==> src/rtl/router_read_scheduler.sv <==
// router_read_scheduler: packet-aware round-robin drain of three
// router FIFOs onto one framed, parity-checked byte stream.
module router_read_scheduler #(
    parameter int ABORT_CYCLES = 32,
    parameter int CNT_W        = 6
) (
    input  logic       clk,
    input  logic       resetn,
    input  logic       vldout_0,
    input  logic       vldout_1,
    input  logic       vldout_2,
    input  logic [7:0] data_out_0,
    input  logic [7:0] data_out_1,
    input  logic [7:0] data_out_2,
    input  logic       out_ready,
    output logic       read_enb_0,
    output logic       read_enb_1,
    output logic       read_enb_2,
    output logic [7:0] out_data,
    output logic       out_valid,
    output logic       out_sop,
    output logic       out_eop,
    output logic [1:0] out_port,
    output logic       out_err,
    output logic       sched_busy
);

    localparam int AW = $clog2(ABORT_CYCLES + 1);
    localparam logic [CNT_W:0] ONE = (CNT_W + 1)'(1);
    localparam logic [AW-1:0] AB_LAST = AW'(ABORT_CYCLES - 1);

    typedef enum logic [1:0] {IDLE, HDR, HWAIT, BODY} state_t;

    state_t         state;
    state_t         state_nx;
    logic [1:0]     rr;
    logic [1:0]     pick;
    logic [1:0]     port_nx;
    // Counts reads still to issue; one extra bit so len 63 + parity fits.
    logic [CNT_W:0] cnt;
    logic [7:0]     par;
    logic [7:0]     dat_g;
    logic [AW-1:0]  ab_cnt;
    logic [2:0]     vld;
    logic           vld_g;
    logic           rd_en;
    logic           last_rd;
    logic           abort;
    logic           rd_q;
    logic           sop_q;
    logic           eop_q;

    assign vld = {vldout_2, vldout_1, vldout_0};

    // Select status and data of the granted FIFO.
    always_comb begin
        vld_g = 1'b0;
        dat_g = 8'h00;
        unique case (out_port)
            2'd0: begin
                vld_g = vldout_0;
                dat_g = data_out_0;
            end
            2'd1: begin
                vld_g = vldout_1;
                dat_g = data_out_1;
            end
            default: begin
                vld_g = vldout_2;
                dat_g = data_out_2;
            end
        endcase
    end

    // First requester at or above the RR pointer, wrapping 2 -> 0.
    always_comb begin
        pick = 2'd0;
        unique case (rr)
            2'd0: pick = vld[0] ? 2'd0 : (vld[1] ? 2'd1 : 2'd2);
            2'd1: pick = vld[1] ? 2'd1 : (vld[2] ? 2'd2 : 2'd0);
            default: pick = vld[2] ? 2'd2 : (vld[0] ? 2'd0 : 2'd1);
        endcase
    end

    assign port_nx = (out_port == 2'd2) ? 2'd0 : out_port + 2'd1;
    assign rd_en   = out_ready && vld_g &&
                     (state == HDR || state == BODY);
    // Once the parity read is out the FSM is free to re-arbitrate;
    // the parity byte itself is flagged by eop_q on the next cycle.
    assign last_rd = (state == BODY) && rd_en && (cnt == ONE);
    assign abort   = (state == BODY) && !vld_g && (ab_cnt == AB_LAST);

    assign read_enb_0 = rd_en && (out_port == 2'd0);
    assign read_enb_1 = rd_en && (out_port == 2'd1);
    assign read_enb_2 = rd_en && (out_port == 2'd2);

    // Next-state logic.
    always_comb begin
        state_nx = state;
        unique case (state)
            IDLE:  if (|vld) state_nx = HDR;
            HDR:   if (rd_en) state_nx = HWAIT;
            HWAIT: state_nx = BODY;
            BODY:  if (last_rd || abort) state_nx = IDLE;
        endcase
    end

    // State, grant, counters, running parity and byte flags.
    always_ff @(posedge clk) begin
        if (!resetn) begin
            state    <= IDLE;
            rr       <= 2'd0;
            out_port <= 2'd0;
            cnt      <= '0;
            par      <= 8'h00;
            ab_cnt   <= '0;
            rd_q     <= 1'b0;
            sop_q    <= 1'b0;
            eop_q    <= 1'b0;
        end else begin
            state <= state_nx;
            rd_q  <= rd_en;
            sop_q <= rd_en && (state == HDR);
            eop_q <= last_rd;
            if (state == IDLE && |vld) out_port <= pick;
            if (last_rd || abort) rr <= port_nx;
            if (state == HWAIT) begin
                cnt <= (CNT_W + 1)'(dat_g[7:2]) + ONE;
                par <= dat_g;
            end else begin
                if (state == BODY && rd_en) cnt <= cnt - ONE;
                if (rd_q && !sop_q && !eop_q) par <= par ^ dat_g;
            end
            if (state == BODY && !vld_g && !abort)
                ab_cnt <= ab_cnt + AW'(1);
            else
                ab_cnt <= '0;
        end
    end

    assign out_valid  = rd_q || abort;
    assign out_sop    = sop_q;
    assign out_eop    = eop_q || abort;
    assign out_err    = abort || (eop_q && (dat_g != par));
    assign out_data   = rd_q ? dat_g : 8'h00;
    assign sched_busy = (state != IDLE);

endmodule

==> config.mk <==
export PLATFORM = sky130hd
export DESIGN_NAME = router_read_scheduler
export DESIGN_NICKNAME = d
export VERILOG_FILES = /design/src/rtl/router_read_scheduler.sv
export SDC_FILE = /design/constraint.sdc
export NUM_CORES = 1
export LEC_CHECK = 0
export ABC_AREA = 1
export CORE_MARGIN = 2
export CORE_UTILIZATION = 55
export DETAILED_ROUTE_END_ITERATION = 7
export PLACE_DENSITY = 0.95
export SLEW_MARGIN = 5
export SYNTH_ARGS = -nofsm -noshare
export SYNTH_HDL_FRONTEND = slang
export SYNTH_SLANG_ARGS = --single-unit
export TNS_END_PERCENT = 30
==> constraint.sdc <==
create_clock -name clk -period 2.7 [get_ports clk]
set_input_delay 0.54 -clock clk [delete_from_list [all_inputs] [get_ports clk]]
set_output_delay 0.54 -clock clk [all_outputs]
set_load 0.005 [all_outputs]
==> results of run 1 <==
layout make-up:
cell class | count | area share
Multi-Input combinational cell | 256 | 0.462
Timing Repair Buffer | 69 | 0.207
Sequential cell | 30 | 0.197
Inverter | 65 | 0.0793
Clock buffer | 5 | 0.0224
Tap cell | 50 | 0.0203
Clock inverter | 3 | 0.0130
sequential cells by signal, indices dropped and copies added (netlist names):
name and flops:
par 8, cnt 7, ab_cnt 6, out_port 2, rr 2, state 2, eop_q 1, out_sop 1
rd_q 1
per-layer routing:
layer | wire [µm] | share of wire | track usage | vias to the layer above
met4 | 238 | 0.035 | 0.135 | 0
met2 | 3450 | 0.50 | 0.584 | 145
li1 | - | - | - | 1274
met1 | 2590 | 0.38 | 0.328 | 1151
met3 | 565 | 0.082 | 0.0625 | 32
met5 | 0 | 0 | 0 | -
what timing repair did:
action,CTS,global route
pin swaps,2,4
setup buffers,0,3
endpoints found under the setup margin,4,3
hold buffers,0,0
resized for setup,11,7
cloned,0,2
endpoints found under the hold margin,0,0
report_power, final:
part	internal, µW	leakage [µW]	switching [µW]
logic	690	0.00117	1010
registers	553	0.000246	124
clock network	271	0.0000579	191
total	1510	0.00148	1320
stage by stage:
| stage | utilization | TNS, ns | power, µW | hold WS, ns | std cells |
|---|---|---|---|---|---|
| after CTS | 0.760 | -0.00392 | 2740 | 0.460 | 473 |
| after detailed placement | 0.726 | -0.447 | 2250 | 0.447 | 465 |
| final | 0.775 | 0 | 2840 | 0.462 | 478 |
| after global placement | 0.726 | -0.0585 | 2170 | 0.432 | 465 |
| after global routing | 0.775 | -0.107 | 3040 | 0.475 | 478 |
| after floorplan | - | 0 | 1740 | 0.418 | 356 |
how the worst max path moves through the flow:
| stage | end | slack [ns] | start |
|---|---|---|---|
| floorplan | out_err | 0.84 | ab_cnt[0] |
| finish | read_enb_1 | 0.03 | vldout_0 |
| detailed placement | read_enb_2 | -0.18 | vldout_0 |
| CTS | out_err | -0.004 | out_port[0] |
| global route | read_enb_1 | -0.11 | vldout_0 |
| global placement | out_err | -0.03 | data_out_2[7] |
synthesized netlist by cell type (2+ instances only):
library cell   n  share of area
nor2_2         3         0.0084
xnor2_1        2         0.0078
nand3_2        6          0.027
o21ai_1        5          0.011
nor4_1         6          0.017
nor2_4         7          0.035
nor3_1        10          0.022
nand2_2        6          0.017
ha_1           8          0.045
dfxtp_1       30           0.27
inv_2          3         0.0050
inv_1         62           0.10
buf_2          4         0.0089
a22oi_1        3          0.010
xor2_1         5          0.019
clkbuf_1       2         0.0033
or2_2          2         0.0056
a21oi_1       16          0.036
nor2_1        42          0.070
nand3_1       21          0.047
nand4_1        9          0.025
nand2_1       83           0.14
o21ai_0       10          0.022
critical path, cell delays in order:
cell and delay, ns:
clkdlybuf4s50_1 0.49, inv_2 0.06, nand2_4 0.07, nand3_2 0.12, nor2_4 0.12, o21ai_2 0.10
nor2_1 0.12, clkdlybuf4s50_1 0.51
cells by family (layout without fill, tap and decap cells):
kind of cell | after synthesis | in the layout | synth area share
AOI/OAI and AO/OA | 40 | 40 | 0.105
buffers and inverters | 72 | 142 | 0.126
xor gates and xnor gates | 7 | 7 | 0.0273
and+or+nand+nor | 199 | 201 | 0.430
DFF | 30 | 30 | 0.267
adders and majority gates | 8 | 8 | 0.0445
==> results.ini, run 1 <==
[synth]
ys_ff_latch = 30
synth_edf_count = 0
synthFlopType = dfxtp_1
ys_types = 34
postSynthAreaPerCell_um2 = 6.31
yosys_warnings = 0
synth_nets = 394
synth_area_mm2 = 0.00225
syn_inst = 356
synthArstFlopShare = 0
yosysSeqAreaShare = 0.267

[clock_network]
path_clk_slew_ns = 0.07
cts.path.max_buffers = 2
numCtsBuffers = 5
clockRootBuffer = clkbuf_8
clk_latency_ns = 0.30
cts_tree = built
clock-sinks = 30
cts_max_level = 2

[pwr]
power_density_mw_per_mm2 = 922
p_leak_uw = 0.00148
peakVddDrop_mv = 0.594

[placed_design]
dp.final_hpwl_um = 4750
gp_congestion = 0.835
dpl_cell_area_mm2 = 0.00288
portBuffers = 47
dp_slack_ns = -0.185

[layout]
final_layout_size_suffix_gt1_frac = 0.173
synthToLayoutAreaGrowth_pct = 37.0
stdcell_area_mm2 = 0.00308
fill_cells = 284
final_cell_mix = 82 x nand2_1, 61 x inv_1, 44 x clkdlybuf4s50_1
seq_area_um2 = 606
n_antenna_cell = 0
multiInputGateArea_mm2 = 0.00142
layout_commonest_cell = nand2_1
layout.nets = 465

[detailed_routing]
viasPerCell = 5.44
drt_iter0_drc = 222
avgRoutedWirePerCell_um = 14.3
vias = 2602
antenna_left = 0
wirelength_um = 6850
first_pass_iters = 6
route.detailed.drc = 0

[critical_path]
start_kind = input port
worst_ep_required_time_ns = 2.16
end_kind = output port
crit_type = in2out
cp.arrival_ns = 2.13
r2r_end = cnt[4]
rr_worst_depth = 11
reg2reg_slack_ns = 0.77
r2r-start = out_port[1]
path_max_fanout = 4

[timing]
relSlewSlack = 0.692
finalMaxSlewViolations = 0
fin_skew_ns = 0.00554
finalCritPeriodShare = 0.990
grt_setup_unrepaired = yes
setup_violations = 0
max_freq_mhz = 374
worst_pin_slew_ns = 0.462
worst_slack_ns = 0.0272
finalHoldViolCount = 0
period_needed_ns = 2.67

[worst_hold_path]
hp-class = reg2reg
min_from = ab_cnt[0]
hold_path_depth = 1
holdPathEnd = ab_cnt[0]

[floorplanning]
ios = 48
rows = 23
initial_core_util = 0.566
coreArea_mm2 = 0.00397
die_area_mm2 = 0.00461
die_height_um = 67.9
die_w_um = 67.9

[grt]
grt_max_degree = 19
grt_usage = 0.309
gr-total-overflow = 0
antenna_found_initial = 0
grt_pass1_vias = 2503
grt_pass1_wl_um = 10800

[run]
maxCapViolations = 0

[run_status]
outcome = completed

No activity file was read; power rests on OpenSTA's default activity.
==> run 2, diff against run 1 <==
--- a/config.mk
+++ b/config.mk
@@ -6,6 +6,7 @@
 export NUM_CORES = 1
 export LEC_CHECK = 0
 export ABC_AREA = 1
+export CAP_MARGIN = 20
 export CORE_MARGIN = 2
 export CORE_UTILIZATION = 55
 export DETAILED_ROUTE_END_ITERATION = 7
==> results of run 2 <==
Same layout as run 1: the final DEF is identical, and so are final timing and power.
==> run 3, diff against run 2 <==
--- a/config.mk
+++ b/config.mk
@@ -5,12 +5,11 @@
 export SDC_FILE = /design/constraint.sdc
 export NUM_CORES = 1
 export LEC_CHECK = 0
-export ABC_AREA = 1
 export CAP_MARGIN = 20
 export CORE_MARGIN = 2
-export CORE_UTILIZATION = 55
+export CORE_UTILIZATION = 35
 export DETAILED_ROUTE_END_ITERATION = 7
-export PLACE_DENSITY = 0.95
+export PLACE_DENSITY = 0.7
 export SLEW_MARGIN = 5
 export SYNTH_ARGS = -nofsm -noshare
 export SYNTH_HDL_FRONTEND = slang
==> results.ini, run 3 <==
[timing]
setup_violations = 0
holdWs_ns = 0.450
finalHoldViolCount = 0
finalCritPeriodShare = 0.974
finalMaxSlewViolations = 0
grt_setup_unrepaired = no
fin_skew_ns = 0.00616
max_freq_mhz = 380
relSlewSlack = 0.629
worst_pin_slew_ns = 0.556
fin_tns_setup_ns = 0
period_needed_ns = 2.63

[clock_network]
cts_max_level = 2
clock-sinks = 30
cts_hold_buf = 0
cts_tree = built
path_clk_slew_ns = 0.06
numCtsBuffers = 5
clockRootBuffer = clkbuf_8
clk_latency_ns = 0.29
cts.path.max_buffers = 2
post-cts-setup-buffers = 0

[placed_design]
portBuffers = 47
dp.final_hpwl_um = 3860
placed_cells = 389
dpl_cell_area_mm2 = 0.00278
gp_congestion = 0.805

[detailed_routing]
first_pass_iters = 5
viasPerCell = 5.11
wirelength_um = 5120
antenna_left = 0
route.detailed.drc = 0
vias = 2029
avgRoutedWirePerCell_um = 12.9
drt_iter0_drc = 114

[floorplanning]
die_area_mm2 = 0.00643
coreArea_mm2 = 0.00554
die_w_um = 80.2
ios = 48
initial_core_util = 0.367
die_height_um = 80.2
rows = 27

[layout]
fill_cells = 527
stdcell_area_mm2 = 0.00291
layout_commonest_cell = clkdlybuf4s50_1
stdcell_count = 397
synthToLayoutAreaGrowth_pct = 43.3
n_antenna_cell = 0
final_layout_size_suffix_gt1_frac = 0.191
layout.nets = 362
largest_reg_flops = 8
seq_area_um2 = 604
reg_top3 = par x8, cnt x7, ab_cnt x6
largest_register = par
multiInputGateArea_mm2 = 0.00136
final_cell_mix = 34 x clkdlybuf4s50_1, 31 x buf_4, 29 x dfxtp_1

[pwr]
combPwrFrac = 0.529
peakVddDrop_mv = 0.318
p_sw_frac = 0.386
total_power_uw = 2180
power_frac_seq = 0.297
switchingPower_uw = 842
power_density_mw_per_mm2 = 749
internal_power_uw = 1340
p_leak_uw = 0.00125
clock_power_share = 0.174

[critical_path]
crit_path_top_delay_cell = clkdlybuf4s50_1
crit_type = in2out
start_kind = input port
crit_chain = clkdlybuf4s50_1, mux2_2, mux2_2, and2_1, clkdlybuf4s50_1
path_max_fanout = 2
worst_ep_required_time_ns = 2.16
cp.arrival_ns = 2.09
end_kind = output port
slowest_delay_ns = 0.43
crit_family = buffers and inverters
crit_buf_inv = 2

[grt]
antenna_found_initial = 0
grt_max_degree = 25
grt_pass1_wl_um = 8370
grt_pass1_vias = 1859
gr-total-overflow = 0
grt_usage = 0.165

[synth]
yosysSeqAreaShare = 0.296
synthArstFlopShare = 0
syn_inst = 248
synth_area_mm2 = 0.00203
synthFlopType = dfxtp_1
ys_types = 42
ys_ff_latch = 30
synth_most_common_cell = dfxtp_1
synth_area_leaders = dfxtp_1 30%, xnor2_1 6.9%, ha_1 4.9%
yosysTopAreaCell = dfxtp_1
synth_nets = 286
yosys_warnings = 0
yosysTopAreaCellShare = 0.296
synth_common_cells = 30 x dfxtp_1, 24 x nor2_1, 16 x xnor2_1
synth_edf_count = 0
postSynthAreaPerCell_um2 = 8.19

[worst_hold_path]
hp-class = reg2reg

[run]
maxCapViolations = 0

[run_status]
outcome = completed

[run 3: cell type report]
cell class / instances / area share
multi-input combinational: 194 / 0.468
tap: 72 / 0.0309
sequential: 30 / 0.207
clock inverter: 1 / 0.00172
clock buffer: 7 / 0.0296
timing repair buffer: 78 / 0.243
inverter: 15 / 0.0193
[run 3: logic make-up after synthesis]
logic type               synth area share
AO/OA/AOI/OAI                       0.155
buffers and inverters              0.0493
adder cells (fa/ha/maj)            0.0493
XOR/XNOR                           0.0948
multiplexers                       0.0911
AND/OR/NAND/NOR                     0.265
flip-flops                          0.296
[run 3: per-layer routing]
metal | routed length (µm) | up-vias | part of all wire | track usage
met1 | 2280 | 961 | 0.44 | 0.196
li1 | - | 1009 | - | -
met5 | 0 | - | 0 | 0
met2 | 2410 | 51 | 0.47 | 0.278
met3 | 347 | 8 | 0.068 | 0.0472
met4 | 89 | 0 | 0.017 | 0.0678
[run 3: what timing repair did]
action / 4_1_cts / 5_1_grt
pin swaps: 4 / 5
resized for setup: 15 / 13
gates cloned: 0 / 0
endpoints found under the setup margin: 9 / 10
[run 3: worst paths after layout]
path	depth (start not counted)	slack (ns)	from	endpoint
hold reg to reg	1	0.45	ab_cnt[0]	ab_cnt[0]
setup reg to reg	8	0.62	out_port[0]	state[0]
setup / recovery	5	0.07	data_out_1[6]	out_data[6]
hold / removal	1	0.45	ab_cnt[0]	ab_cnt[0]
[run 3: per-stage QoR]
step / setup WS [ns] / util
3_3_place_gp: -0.324 / 0.502
5_1_grt: 0.00894 / 0.526
4_1_cts: -0.0716 / 0.521
2_1_floorplan: 0.475 / -
3_5_place_dp: -0.308 / 0.502
6_report: 0.0689 / 0.526
[run 3: power by group through the flow]
stage | registers [µW] | clock network, µW | logic, µW
floorplan | 633 | 0 | 751
global placement | 651 | 0 | 1110
detailed placement | 655 | 0 | 1120
CTS | 646 | 389 | 1140
global route | 662 | 408 | 1280
finish | 648 | 379 | 1150
